`src/rtl/leaf_router_rr.sv`:
```
// rtl/leaf_router_rr.sv - leaf router: per-port input FIFOs, local-to-spine routing, round-robin arbitration onto the NI port; ROUTER_STATS_EN adds delivery counters
module leaf_router_rr #(
  parameter int NUM_SPINES = 4,
  parameter int DWIDTH     = 16,
  parameter int ADDR_W     = 6,
  parameter int FIFO_DEPTH = 4,
  parameter int LOCAL_ID   = 29
) (
  input  logic                         ACLK,
  input  logic                         ARESETn,
  input  logic [DWIDTH-1:0]            local_in_data,
  input  logic                         local_in_valid,
  output logic                         local_in_ready,
  output logic [DWIDTH-1:0]            local_out_data,
  output logic                         local_out_valid,
  input  logic                         local_out_ready,
  input  logic [NUM_SPINES*DWIDTH-1:0] spine_in_data,
  input  logic [NUM_SPINES-1:0]        spine_in_valid,
  output logic [NUM_SPINES-1:0]        spine_in_ready,
  output logic [NUM_SPINES*DWIDTH-1:0] spine_out_data,
  output logic [NUM_SPINES-1:0]        spine_out_valid,
  input  logic [NUM_SPINES-1:0]        spine_out_ready,
  output logic [7:0]                   drop_count
`ifdef ROUTER_STATS_EN
  ,
  output logic [31:0]                  stat_local_flits,
  output logic [31:0]                  stat_spine_flits
`endif
);

  // Ports 0..NUM_SPINES-1 are spines; port NUM_SPINES is the local NI.
  localparam int NP  = NUM_SPINES + 1;
  localparam int LOC = NUM_SPINES;
  localparam int PW  = $clog2(NP);
  localparam int PW1 = PW + 1;
  localparam int AW  = $clog2(FIFO_DEPTH);
  localparam int CW  = $clog2(FIFO_DEPTH + 1);
  localparam int SW  = (NUM_SPINES > 1) ? $clog2(NUM_SPINES) : 1;
  localparam logic [ADDR_W-1:0] MY_ID = ADDR_W'(LOCAL_ID);

  logic [NP-1:0][DWIDTH-1:0] in_data;
  logic [NP-1:0][DWIDTH-1:0] head_data;
  logic [NP-1:0]             in_valid;
  logic [NP-1:0]             in_rdy;
  logic [NP-1:0]             not_empty;
  logic [NP-1:0]             push;
  logic [NP-1:0]             pop;
  logic [NP-1:0]             req;

  logic [ADDR_W-1:0]         loc_dest;
  logic                      loc_is_me;
  logic [SW-1:0]             tgt;
  logic [NUM_SPINES-1:0]     spine_free;
  logic [NUM_SPINES-1:0]     spine_load;
  logic                      route_go;

  logic [PW-1:0]             rr_ptr;
  logic [PW-1:0]             arb_idx;
  logic                      arb_valid;
  logic                      grant_en;
  logic [3:0]                drop_inc;
  logic [8:0]                drop_sum;

  genvar p;
  generate
    for (p = 0; p < NP; p++) begin : g_port
      logic [DWIDTH-1:0] mem [FIFO_DEPTH];
      logic [AW-1:0]     wr_ptr;
      logic [AW-1:0]     rd_ptr;
      logic [CW-1:0]     count;

      if (p < NUM_SPINES) begin : g_spine
        assign in_data[p]  = spine_in_data[p*DWIDTH +: DWIDTH];
        assign in_valid[p] = spine_in_valid[p];
        // Misrouted spine flits are accepted but never stored.
        assign push[p] = in_valid[p] && in_rdy[p] &&
                         (in_data[p][DWIDTH-1 -: ADDR_W] == MY_ID);
      end else begin : g_local
        assign in_data[p]  = local_in_data;
        assign in_valid[p] = local_in_valid;
        assign push[p]     = in_valid[p] && in_rdy[p];
      end

      // Ready comes from the registered count, so a full FIFO refuses pushes even while popping.
      assign in_rdy[p]    = (count != CW'(FIFO_DEPTH));
      assign not_empty[p] = (count != '0);
      assign head_data[p] = mem[rd_ptr];

      // Storage array: no reset needed, contents are qualified by count.
      always_ff @(posedge ACLK) begin
        if (push[p]) mem[wr_ptr] <= in_data[p];
      end

      // Pointer and occupancy tracking; depth is a power of two so pointers wrap naturally.
      always_ff @(posedge ACLK or negedge ARESETn) begin
        if (!ARESETn) begin
          wr_ptr <= '0;
          rd_ptr <= '0;
          count  <= '0;
        end else begin
          if (push[p]) wr_ptr <= wr_ptr + AW'(1);
          if (pop[p])  rd_ptr <= rd_ptr + AW'(1);
          case ({push[p], pop[p]})
            2'b10:   count <= count + CW'(1);
            2'b01:   count <= count - CW'(1);
            default: count <= count;
          endcase
        end
      end
    end
  endgenerate

  assign spine_in_ready = in_rdy[NUM_SPINES-1:0];
  assign local_in_ready = in_rdy[LOC];

  assign loc_dest  = head_data[LOC][DWIDTH-1 -: ADDR_W];
  assign loc_is_me = (loc_dest == MY_ID);
  assign tgt       = (NUM_SPINES > 1) ? loc_dest[SW-1:0] : '0;

  assign req[NUM_SPINES-1:0] = not_empty[NUM_SPINES-1:0];
  assign req[LOC]            = not_empty[LOC] && loc_is_me;

  // Local head routing to a spine output; blocks in place if the target register is busy.
  always_comb begin
    spine_free = '0;
    spine_load = '0;
    for (int j = 0; j < NUM_SPINES; j++) begin
      spine_free[j] = !spine_out_valid[j] || spine_out_ready[j];
    end
    route_go = not_empty[LOC] && !loc_is_me && spine_free[tgt];
    for (int j = 0; j < NUM_SPINES; j++) begin
      spine_load[j] = route_go && (tgt == SW'(j));
    end
  end

  // Round-robin search over NP requesters starting at rr_ptr.
  always_comb begin
    logic [PW1-1:0] idx;
    arb_valid = 1'b0;
    arb_idx   = '0;
    idx       = '0;
    for (int off = 0; off < NP; off++) begin
      idx = {1'b0, rr_ptr} + PW1'(off);
      if (idx >= PW1'(NP)) idx = idx - PW1'(NP);
      if (!arb_valid && req[idx[PW-1:0]]) begin
        arb_valid = 1'b1;
        arb_idx   = idx[PW-1:0];
      end
    end
  end

  assign grant_en = arb_valid && (!local_out_valid || local_out_ready);

  // FIFO pops: spine heads only via the arbiter; the local head via routing or loopback grant.
  always_comb begin
    pop = '0;
    for (int j = 0; j < NUM_SPINES; j++) begin
      pop[j] = grant_en && (arb_idx == PW'(j));
    end
    pop[LOC] = route_go || (grant_en && (arb_idx == PW'(LOC)));
  end

  // Spine output registers: load from the local head, otherwise clear on drain.
  always_ff @(posedge ACLK or negedge ARESETn) begin
    if (!ARESETn) begin
      spine_out_valid <= '0;
      spine_out_data  <= '0;
    end else begin
      for (int j = 0; j < NUM_SPINES; j++) begin
        if (spine_load[j]) begin
          spine_out_valid[j]                 <= 1'b1;
          spine_out_data[j*DWIDTH +: DWIDTH] <= head_data[LOC];
        end else if (spine_out_ready[j]) begin
          spine_out_valid[j] <= 1'b0;
        end
      end
    end
  end

  // Local output register and round-robin pointer advance on each grant.
  always_ff @(posedge ACLK or negedge ARESETn) begin
    if (!ARESETn) begin
      local_out_valid <= 1'b0;
      local_out_data  <= '0;
      rr_ptr          <= '0;
    end else begin
      if (grant_en) begin
        local_out_valid <= 1'b1;
        local_out_data  <= head_data[arb_idx];
        rr_ptr          <= (arb_idx == PW'(NP - 1)) ? '0 : arb_idx + PW'(1);
      end else if (local_out_ready) begin
        local_out_valid <= 1'b0;
      end
    end
  end

  // Number of misrouted spine flits accepted this cycle.
  always_comb begin
    drop_inc = '0;
    for (int j = 0; j < NUM_SPINES; j++) begin
      if (in_valid[j] && in_rdy[j] && (in_data[j][DWIDTH-1 -: ADDR_W] != MY_ID)) begin
        drop_inc = drop_inc + 4'd1;
      end
    end
    drop_sum = {1'b0, drop_count} + 9'(drop_inc);
  end

  // Saturating misroute counter.
  always_ff @(posedge ACLK or negedge ARESETn) begin
    if (!ARESETn) begin
      drop_count <= '0;
    end else begin
      drop_count <= drop_sum[8] ? 8'hFF : drop_sum[7:0];
    end
  end

`ifdef ROUTER_STATS_EN
  logic [3:0]  spine_hs;
  logic [32:0] local_sum;
  logic [32:0] spine_sum;

  // Delivery handshakes this cycle and saturating next values.
  always_comb begin
    spine_hs = '0;
    for (int j = 0; j < NUM_SPINES; j++) begin
      if (spine_out_valid[j] && spine_out_ready[j]) spine_hs = spine_hs + 4'd1;
    end
    local_sum = {1'b0, stat_local_flits} + 33'(local_out_valid && local_out_ready);
    spine_sum = {1'b0, stat_spine_flits} + 33'(spine_hs);
  end

  // Saturating delivery counters.
  always_ff @(posedge ACLK or negedge ARESETn) begin
    if (!ARESETn) begin
      stat_local_flits <= '0;
      stat_spine_flits <= '0;
    end else begin
      stat_local_flits <= local_sum[32] ? 32'hFFFF_FFFF : local_sum[31:0];
      stat_spine_flits <= spine_sum[32] ? 32'hFFFF_FFFF : spine_sum[31:0];
    end
  end
`endif

endmodule

```
`config.mk`:
```
export PLATFORM = sky130hd
export DESIGN_NAME = leaf_router_rr
export DESIGN_NICKNAME = d
export VERILOG_FILES = /design/src/rtl/leaf_router_rr.sv
export SDC_FILE = /design/constraint.sdc
export NUM_CORES = 1
export LEC_CHECK = 0
export CAP_MARGIN = 30
export CORE_MARGIN = 5
export CORE_UTILIZATION = 57
export DETAILED_ROUTE_END_ITERATION = 12
export GPL_ROUTABILITY_DRIVEN = 0
export HOLD_SLACK_MARGIN = 0.05
export PLACE_DENSITY = 0.86
export RECOVER_POWER = 100
export SLEW_MARGIN = 10
export SYNTH_ARGS = -nofsm -noshare
export SYNTH_HDL_FRONTEND = slang
export SYNTH_SLANG_ARGS = --single-unit
```
`constraint.sdc`:
```
create_clock -name ACLK -period 6.3 [get_ports ACLK]
set_input_delay 1.575 -clock ACLK [delete_from_list [all_inputs] [get_ports ACLK]]
set_output_delay 1.575 -clock ACLK [all_outputs]
set_load 0.05 [all_outputs]
```
---- After elaboration in Yosys (flattened, before gate mapping) ----
Memory sizes are Yosys's and may differ from the RTL's.
Cells that the tools add are included.
W data, S select, Z words.
cells by class
  add/sub/neg operators ................... 34
  magnitude comparators ................... 12
  equal/unequal tests ..................... 31
  muxes and demuxes ....................... 60
  reductions and logical operators ........ 63
operators by type and width
  cell                   number
  $bmux W16 S3           1
  $mux W3                11
  $mux W1                32
  $eq A6 B5 Y1 const B   5
  $logic_and A1 B1 Y1    30
  $pmux W3 S2            5
  $lt A3 B4 Y1 const B   6
  $ne A6 B5 Y1 const B   4
  $add A2 B1 Y2 const B  10
  $reduce_bool A2 Y1     10
  $add A3 B1 Y3 const B  6
  $ge A4 B3 Y1 const B   4
  $mux W16               1
  $bmux W1 S3            5
  $ne A3 B3 Y1 const B   5
  $reduce_bool A3 Y1     5
  $sub A3 B1 Y3 const B  5
  $sub A3 B3 Y3 const B  5
  $eq A2 B2 Y1 const B   7
  $add A4 B1 Y4 const B  3
  $eq A2 B1 Y1 const B   6
  $mux W4                3
  $logic_not A1 Y1       10
  $add A8 B4 Y9          1
  other kinds (13)       20
storage, ports and cells
  register bits after elaboration ......... 131
  RAM bits ................................ 320
  input bits .............................. 92
  output and inout bits ................... 98
  word-level logic and storage cells ...... 232
  memories kept ........................... 5
memory list
  memory         words  bits a word  rd ports  clocked after Yosys merged registers in  wr ports  RTL line  RTL
  g_port[0].mem  4      16           1         0                                        1         67        logic [DWIDTH-1:0] mem [FIFO_DEPTH];
  g_port[1].mem  4      16           1         0                                        1         67
  g_port[2].mem  4      16           1         0                                        1         67
  g_port[3].mem  4      16           1         0                                        1         67
  g_port[4].mem  4      16           1         0                                        1         67

---- Logic depth before layout (Yosys ltp) ----
Gate-level depths: netlist (run 1).
An unclocked memory read counts as a cell.
  depth after elaboration ................. 23
  mapped depth ............................ 25
  gate-level depth less buffers ........... 22

---- Worst setup path before layout (run 1) ----
Ideal clock, no wire load.
  path kind ............................... reg2reg
  from .................................... register rr_ptr[0]
  to ...................................... register g_port[0].count[2]
  library setup time ...................... 0.079 ns
  arrival ................................. 5.047 ns
  data required time ...................... 6.221 ns
  slack ................................... 1.173 ns
  cell stages (with the launch flop) ...... 24
  buffers on the path ..................... 3
  clock period less this slack ............ 5.127 ns
  cells stage by stage .................... dfrtp_1 clkbuf_1 inv_2 ha_1 inv_1 fa_1 a211oi_1 a21o_1 a211oi_1 nor3_1 nand4_2 a211o_1 o21a_1 buf_2 inv_1 clkbuf_1 ha_1 nor3b_1 ha_1 inv_1 fa_1 xor2_1 nor2_1 xor2_1
on the way
  longest elaborated chain between the ends .. 21
  elaborated cells on any way between the ends .. 54
  those cells by class .................... add/sub: 9; order compare: 5; eq/ne: 2; mux: 26; reduce/logical: 12
RTL lines
  what                                                                    RTL line  RTL
  start: declaration                                                      57        logic [PW-1:0] rr_ptr;
  start signal: assignment                                                190       rr_ptr <= (arb_idx == PW'(NP - 1)) ? '0 : arb_idx + PW'(1);
  parallel branches: the longest is 18 deep, another holds $add A3 B1 Y4  -
  $logic_and A1 B1 Y1 (*)                                                 158       pop[j] = grant_en && (arb_idx == PW'(j));
  named net pop[0]                                                        47        logic [NP-1:0] pop;
  $eq A2 B1 Y1 or $eq A2 B2 Y1 (tied branches)                            103       case ({push[p], pop[p]})
  $pmux W3 S2 or $reduce_bool A2 Y1 (tied branches)                       -
  end signal: assignment                                                  104       2'b10: count <= count + CW'(1);
  end signal: assignment                                                  105       2'b01: count <= count - CW'(1);
  end signal: assignment                                                  106       default: count <= count;
  end: declaration                                                        70        logic [CW-1:0] count;
Mark *: on every way through the listed nets, which the timed path passes. The select of a mux whose other input is x is not followed.
A chain may end at the register's enable or synchronous reset.

---- Worst setup path in the final report (run 1) ----
Same ends and word-level chain as after synthesis.

==> results of run 1 <==
critical path: cells and delay by family (launching register included):
family          cells  cell delay, ns
flops               1            0.59
buf+inv             5            0.84
simple gates        4            1.21
xor+xnor            2            0.31
compound gates      5            1.30
fa+ha+maj           5            1.49
routing by layer:
layer,vias to the layer above,GRT usage (%),wire (um)
met1,5754,32.0,17400
met5,-,0,7
met3,106,4.64,3250
met4,2,9.74,1970
li1,4948,-,-
met2,510,37.9,22100
cell families after synthesis:
group | Yosys count | share of synthesized area (%)
and+or+nand+nor | 229 | 6.47
AOI/OAI and AO/OA | 152 | 5.74
buffers and inverters | 99 | 2.04
xor gates and xnor gates | 37 | 1.68
DFF | 451 | 66.9
other | 1 | 0.0195
muxes | 151 | 13.5
adders and majority gates | 52 | 3.65
layout by cell type, fill, tap and decap left out, types with 5 or more instances in the layout:
cell type	instances
a21o_1	18
nand2b_1	14
mux2_2	56
o21ai_0	41
nand2_1	46
diode_2	8
o21a_1	6
a31oi_1	7
buf_4	12
a211oi_1	11
xnor2_1	22
mux2i_1	10
clkdlybuf4s50_1	8
and2_0	19
mux4_2	81
a21oi_1	11
dlygate4sd3_1	180
nor2_1	36
a41oi_1	10
or3_1	8
clkbuf_16	49
and2_1	5
a211o_1	11
o22ai_1	5
xor2_1	15
clkinv_1	7
nand3_1	38
inv_1	46
clkinv_2	6
fa_1	7
edfxtp_1	320
dfrtp_1	131
and4b_1	6
ha_1	45
a2111oi_0	8
clkbuf_1	25
nor3_1	10
nor2b_1	12
nand3b_1	5
and3_1	7
cell type report:
type | count | area [sq um] | area share (%)
Antenna cell | 8 | 20.0 | 0.0867
Clock buffer | 70 | 1330 | 5.74
Clock inverter | 15 | 72.6 | 0.314
Inverter | 48 | 183 | 0.791
Multi-Input combinational cell | 622 | 5990 | 25.9
Sequential cell | 451 | 12900 | 55.8
Tap cell | 448 | 561 | 2.43
Timing Repair Buffer | 209 | 2050 | 8.89
through the flow:
step | hold slack (ns) | util (%) | cell area, sq um | std cells | setup slack, ns
final | 0.461 | 69.0 | 23100 | 1871 | 0.464
after global placement | 0.449 | 64.7 | 21600 | 1774 | 0.944
after detailed placement | 0.457 | 64.8 | 21700 | 1776 | 0.649
after global routing | 0.475 | 69.0 | 23100 | 1871 | 0.116
after CTS | 0.474 | 69.0 | 23100 | 1861 | 0.599
after floorplan | 0.456 | - | 19300 | 1172 | 1.17
flip-flops by register name (all words and copies together) (netlist names):
signal and count:
g_port.mem 320, spine_out_data 64, local_out_data 16, g_port.count 15, g_port.rd_ptr 10, g_port.wr_ptr 10, drop_count 8, spine_out_valid 4
rr_ptr 3, local_out_valid 1
worst paths after layout:
| check | start | to | slack [ns] | cells past startpoint |
|---|---|---|---|---|
| setup / recovery | rr_ptr[0] | g_port[0].count[2] | 0.46 | 21 |
| hold / removal | spine_out_data[26] | spine_out_data[26] | 0.46 | 1 |
| setup reg to reg | rr_ptr[0] | g_port[0].count[2] | 0.46 | 21 |
| hold reg to reg | spine_out_data[26] | spine_out_data[26] | 0.46 | 1 |
| max in group asynchronous | ARESETn | g_port[4].count[2] | 1.58 | 2 |
| min in group asynchronous | ARESETn | drop_count[7] | 2.41 | 1 |
==> results.yml, run 1 <==
route:
  drc_errors: 0
  drt-total-wl_um: 44700
  drtIter0Drc: 953
  drtPass1Iterations: 6
  wl_per_cell_um: 23.9
  ant_nets: 0
  via_per_inst: 6.05
  via_count: 11300
synthesis:
  syn_area_sq_um: 19300
  synth_warnings: 0
  yosysUniqueCellTypes: 68
  async_reset_ff_share_pct: 29.0
  ys_seq_elements: 451
  synth_top_area_cell: "edfxtp_1"
  yosysMostFrequentCell: "edfxtp_1"
  seq_area_frac_synth_pct: 66.9
  syn_avg_cell_area_sq_um: 16.4
  synth_area_leaders: "edfxtp_1 50%, dfrtp_1 17%, mux4_2 9.5%"
  netlist.area_leader.share_pct: 49.9
  synth-edff-count: 320
  synthTopCellsByCount: "320 x edfxtp_1, 131 x dfrtp_1, 81 x mux4_2"
  synth_ff_type: "edfxtp_1"
  synth_cells: 1172
  synth_fp_nets: 1316
clock_network:
  cts_sinks: 451
  cts_resized: 0
  clockBufferDepth: 3
  htreeDepth: 2
  cts_made_buffers: 46
  holdBufCountCts: 0
  postCtsSetupBuffers: 0
  cts_root_buffer: "clkbuf_16"
  clk_pin_slew_ns: 0.06
  cts_tree: "done"
  insertion_delay_ns: 0.56
timing:
  relSlewSlack_pct: -162
  timing.final.crit_share_pct: 92.6
  drv_slew: 75
  worst_slew_pin_slew_ns: 3.93
  setup_violations: 0
  period_needed_ns: 5.84
  timing.setup.tns_ns: 0
  finalHoldViolCount: 0
  clock_skew_ns: 0.0332
  rsz0062_at_grt: "no"
  clock.fmax_mhz: 171
floorplanning:
  fp.dieH_um: 194
  num_io_pins: 190
  die-area_sq_um: 37600
  die_w_um: 194
  start_util_pct: 57.6
  core_region_area_sq_um: 33400
  row_count: 67
run_status:
  status: "finished, violations left"
  failed_checks: "max-capacitance violations, max-slew violations"
setup_path:
  criticalPathCategory: "reg -> reg"
  start_kind: "register"
  max_stage_delay_ns: 0.59
  cp_data_required_time_ns: 6.78
  crit_chain: "inv_2 -> ha_1 -> inv_1 -> fa_1 -> a211oi_1 -> a21o_1 -> a211oi_1 -> nor3_1 -> nand4_2 -> a211o_1 -> o21a_1 -> inv_1 -> ha_1 -> buf_4 -> nor3b_1 -> ha_1 -> inv_1 -> fa_1 -> xor2_1 -> nor2_1 -> xor2_1"
  cp_slowest_cell: "dfrtp_1"
  worstPathArrival_ns: 6.31
  cp_max_fo: 18
  cp-end-kind: "register"
job:
  cap_violations: 1
global_routing:
  track_usage_pct: 23.5
  grt_start_max_net_pins: 75
  grt_first_pass_wirelength_um: 68700
  overflow: 0
  grt_pass1_vias: 11600
  grt_antenna_before_repair: 12
finish:
  nFillCells: 2074
  drive_gt1_share_pct: 16.3
  layout.nets: 1522
  area_growth_pct: 19.8
placed_design:
  dp_hpwl_um: 30700
  port_buffers: 189
hold_path:
  holdCritPathClass: "reg -> reg"
Power of run 1 is left out: the tool's default activity adds up to more than one toggle a clock period on the data nets, which glitch-free logic cannot reach.
==> run 2: changes to the inputs <==
- CORE_UTILIZATION: 57 -> 60
- DONT_BUFFER_PORTS: default -> 1
- PLACE_DENSITY: 0.86 -> 0.82
==> run 2 against run 1 <==
- critical endpoint is now g_port[3].count[2]
- non-clock buffer count down 192
- final cell count down 13%
- clock skew down 0.0016 ns
- the flow now finishes without violations
- routed wire length down 3.6%
- sequential cell count unchanged
- largest cell class unchanged
- clock-buffer cell count down 15
==> results.yml, run 2 (synthesis results as in run 1) <==
timing:
  drv_slew: 0
  rsz0062_at_grt: "no"
  period_needed_ns: 5.54
  timing.setup.tns_ns: 0
  timing.final.crit_share_pct: 88.0
  worst_slew_pin_slew_ns: 1.28
  clock.fmax_mhz: 180
  setup_violations: 0
  relSlewSlack_pct: 14.8
  clock_skew_ns: 0.0316
  finalHoldViolCount: 0
floorplanning:
  die_w_um: 189
  row_count: 65
  num_io_pins: 190
  fp.dieH_um: 189
  start_util_pct: 60.9
  core_region_area_sq_um: 31600
  die-area_sq_um: 35800
placed_design:
  port_buffers: 0
  dp_hpwl_um: 29500
job:
  cap_violations: 0
global_routing:
  grt_start_max_net_pins: 132
  overflow: 0
  grt_antenna_before_repair: 0
  track_usage_pct: 24.1
  grt_first_pass_wirelength_um: 66200
  grt_pass1_vias: 11000
route:
  wl_per_cell_um: 26.4
  via_per_inst: 6.48
  wl_met2_um: 21300
  drc_errors: 0
  wl_met1_um: 16200
  top_layer_used: "met4"
  wl_met3_um: 3940
  drtIter0Drc: 976
  drt-total-wl_um: 43000
  via_count: 10600
  ant_nets: 0
  drtPass1Iterations: 5
finish:
  largest_reg_flops: 320
  top_register: "g_port.mem"
  drive_gt1_share_pct: 19.7
  area_growth_pct: 10.4
  nFillCells: 1997
  mostFrequentLayoutCells: "320 x edfxtp_1, 131 x dfrtp_1, 81 x mux4_2"
  layout.nets: 1330
  final_common_cell: "edfxtp_1"
  final_core_util_pct: 67.2
  top_regs: "g_port.mem (320), spine_out_data (64), local_out_data (16)"
clock_network:
  insertion_delay_ns: 0.55
  clk_pin_slew_ns: 0.06
  clockBufferDepth: 3
  cts_sinks: 451
  cts_root_buffer: "clkbuf_16"
  cts_resized: 0
  postCtsSetupBuffers: 0
  cts_made_buffers: 46
  holdBufCountCts: 0
  cts_tree: "done"
  htreeDepth: 2
setup_path:
  r2r_slack_ns: 0.76
  timing.rr.start: "g_port[4].rd_ptr[0]"
  timing.rr.end: "g_port[3].count[2]"
  r2r_cells: 19
  worstPathArrival_ns: 6.00
  cp_data_required_time_ns: 6.76
  criticalPathCategory: "reg -> reg"
  cp-end-kind: "register"
  start_kind: "register"
  cp_max_fo: 18
run_status:
  status: "finished clean"
hold_path:
  hp-start: "g_port[3].count[0]"
  holdCritPathClass: "reg -> reg"
  holdPathEnd: "g_port[3].count[0]"
  hold_depth: 1
-- run 2: cell types whose count changed in the layout (fill, tap and decap cells not counted), moves of 2 or more --
cell             change
buf_4                -2
bufinv_16            +7
clkbuf_1            -15
clkbuf_16            -2
clkdlybuf4s50_1      -8
clkinv_1             -2
clkinv_2             +5
clkinv_4             +4
diode_2              -4
dlygate4sd3_1      -180
-- run 2: worst max-delay path: stages (launching register included) --
cell      delay (ns)
dfrtp_1         0.55
clkbuf_1        0.40
mux4_2          0.62
and4b_1         0.39
and3_1          0.30
a31oi_1         0.16
a211oi_4        0.36
and3b_1         0.29
o31ai_1         0.26
o21a_1          0.20
buf_4           0.25
ha_1            0.19
ha_1            0.19
and2_0          0.24
ha_1            0.22
inv_1           0.06
fa_1            0.37
xor2_1          0.15
nor2_1          0.11
xor2_1          0.15
-- run 2: worst max-delay path by stage --
stage,from,depth (start not counted),slack (ns),to
after floorplan,rr_ptr[0],23,1.17,g_port[0].count[2]
after global placement,rr_ptr[1],19,1.01,g_port[0].count[2]
after detailed placement,rr_ptr[1],19,0.77,g_port[0].count[2]
after CTS,rr_ptr[1],19,0.67,g_port[0].count[2]
after global routing,g_port[4].rd_ptr[0],18,0.25,g_port[0].count[2]
final,g_port[4].rd_ptr[0],19,0.76,g_port[3].count[2]
-- run 2: routing by layer --
layer  global-route usage (%)  vias up
met1                     31.1     5417
met4                     8.29        0
met2                     39.7      480
met5                        0        -
li1                         -     4556
met3                     7.17      105
-- run 2: cell type report --
| class | instances | area [sq um] | area share, % |
|---|---|---|---|
| repair buffers | 17 | 148 | 0.694 |
| well taps | 402 | 503 | 2.36 |
| clock buffers | 55 | 1230 | 5.76 |
| flip-flops and latches | 451 | 12900 | 60.6 |
| diodes | 4 | 10.0 | 0.0470 |
| clock inverters | 30 | 343 | 1.61 |
| multi-input cells | 622 | 5980 | 28.1 |
| inverters | 48 | 183 | 0.859 |
-- run 2: through the flow --
| stage | std cells | hold WS (ns) | setup slack [ns] | area, sq um |
|---|---|---|---|---|
| floorplan | 1172 | 0.456 | 1.17 | 19300 |
| global placement | 1536 | 0.478 | 1.01 | 19700 |
| detailed placement | 1538 | 0.504 | 0.767 | 19700 |
| CTS | 1623 | 0.512 | 0.672 | 21300 |
| global route | 1625 | 0.525 | 0.249 | 21300 |
| finish | 1629 | 0.508 | 0.758 | 21300 |
Power of run 2 is left out for the same reason.
==> run 3: changes to the inputs <==
- REMOVE_ABC_BUFFERS: default -> 1
==> run 3 against run 2 <==
- critical path type unchanged
- utilization down 0.54 points
- non-clock buffer count down 2
- global-route usage down 0.62 points
- setup slack worse by 0.27 ns
- register-to-register slack worse by 0.27 ns
- clock skew down 0.0089 ns
==> results.yml, run 3 (synthesis results as in run 1) <==
run_status:
  status: "finished clean"
clock_network:
  insertion_delay_ns: 0.56
  clk_pin_slew_ns: 0.06
  cts_root_buffer: "clkbuf_16"
  clockBufferDepth: 3
  cts_tree: "done"
  holdBufCountCts: 0
  htreeDepth: 2
  cts_made_buffers: 45
  cts_resized: 0
  cts_sinks: 451
  postCtsSetupBuffers: 0
timing:
  rsz0062_at_grt: "no"
  relSlewSlack_pct: 13.7
  finalHoldViolCount: 0
  period_needed_ns: 5.82
  timing.setup.tns_ns: 0
  worst_slew_pin_slew_ns: 1.29
  setup_violations: 0
  drv_slew: 0
  clock_skew_ns: 0.0227
  timing.final.crit_share_pct: 92.3
  clock.fmax_mhz: 172
floorplanning:
  row_count: 65
  core_region_area_sq_um: 31600
  die-area_sq_um: 35800
  num_io_pins: 190
  fp.dieH_um: 189
  start_util_pct: 60.9
  die_w_um: 189
finish:
  final_common_cell: "edfxtp_1"
  top_regs: "g_port.mem (320), spine_out_data (64), local_out_data (16)"
  layout.nets: 1327
  top_register: "g_port.mem"
  largest_reg_flops: 320
  num_antenna_cells: 0
  area_growth_pct: 9.51
  drive_gt1_share_pct: 18.7
  mostFrequentLayoutCells: "320 x edfxtp_1, 131 x dfrtp_1, 81 x mux4_2"
global_routing:
  overflow: 0
  grt_antenna_before_repair: 0
  track_usage_pct: 23.5
  grt_start_max_net_pins: 132
  grt_pass1_vias: 10700
  grt_first_pass_wirelength_um: 64400
setup_path:
  cp_slowest_cell: "clkbuf_1"
  cp_common_cell: "ha_1"
  criticalPathCategory: "reg -> reg"
  start_kind: "register"
  worstPathArrival_ns: 6.29
  cp_data_required_time_ns: 6.78
  cp_max_fo: 18
  max_stage_delay_ns: 0.67
  cp-end-kind: "register"
  crit_chain: "ha_1 -> inv_1 -> fa_1 -> a211oi_1 -> a21o_1 -> a211oi_1 -> nor3_1 -> nand4_2 -> o31ai_1 -> o21a_1 -> clkbuf_1 -> ha_1 -> nor3b_1 -> ha_1 -> inv_1 -> fa_1 -> xor2_1 -> nor2_1 -> xor2_1"
route:
  ant_nets: 0
  wl_per_cell_um: 25.7
  drt-total-wl_um: 41600
  drc_errors: 0
  via_per_inst: 6.38
  drtPass1Iterations: 5
  drtIter0Drc: 839
  via_count: 10400
placed_design:
  dp_hpwl_um: 28700
  port_buffers: 0
job:
  cap_violations: 0
hold_path:
  holdCritPathClass: "reg -> reg"
==> run 3: cell count changes in the layout (fill, tap and decap cells not counted), moves of 2 or more <==
cell and change:
clkbuf_1 +3, clkbuf_16 -2, clkinv_2 -5, a2111oi_0 -4
diode_2 -4, clkinv_4 -2, a2111oi_1 +4, bufinv_16 -4
clkinv_1 +7, clkinv_8 +2, buf_4 -2, inv_6 +2
==> run 3: metrics by stage <==
step / util, % / instance area, sq um / setup WS [ns] / cells / hold WS (ns)
6_report: 66.7 / 21100 / 0.484 / 1622 / 0.507
5_1_grt: 66.7 / 21100 / 0.136 / 1622 / 0.520
4_1_cts: 66.8 / 21100 / 0.743 / 1621 / 0.510
3_5_place_dp: 62.3 / 19700 / 0.783 / 1537 / 0.496
3_3_place_gp: 62.2 / 19700 / 1.10 / 1535 / 0.473
2_1_floorplan: - / 19100 / 1.03 / 1121 / 0.456
==> run 3: worst paths after layout <==
check | slack (ns) | endpoint | startpoint | cells after the start
worst min register to register | 0.51 | g_port[4].count[0] | g_port[4].count[0] | 1
worst min-delay path | 0.51 | g_port[4].count[0] | g_port[4].count[0] | 1
worst max register to register | 0.48 | g_port[2].count[2] | rr_ptr[1] | 19
max in group asynchronous | 5.38 | local_out_valid | ARESETn | 0
worst max-delay path | 0.48 | g_port[2].count[2] | rr_ptr[1] | 19
min in group asynchronous | 0.71 | drop_count[5] | ARESETn | 0
==> run 3: final cells by class <==
class | instances | area, sq um
Timing Repair Buffer | 15 | 121
Multi-Input combinational cell | 622 | 5980
Fill cell | 2030 | 10500
Clock inverter | 29 | 249
Tap cell | 402 | 503
Inverter | 48 | 183
Clock buffer | 55 | 1180
Sequential cell | 451 | 12900
==> run 3: layer usage <==
layer / vias up / GRT usage [%] / share of wire (%)
li1: 4544 / - / -
met1: 5290 / 31.2 / 39
met2: 437 / 38.2 / 50
met3: 83 / 7.17 / 8.7
met4: 0 / 7.10 / 3.0
met5: - / 0 / 0
==> run 3: critical path, delay by kind of cell, from the launching register on <==
kind / cells / cell delay [ns]
adders and majority gates: 5 / 1.62
AOI/OAI and AO/OA: 5 / 1.31
and+or+nand+nor: 4 / 1.18
buffers and inverters: 3 / 0.79
DFF: 1 / 0.54
xor gates and xnor gates: 2 / 0.31
Power of run 3 is left out for the same reason.
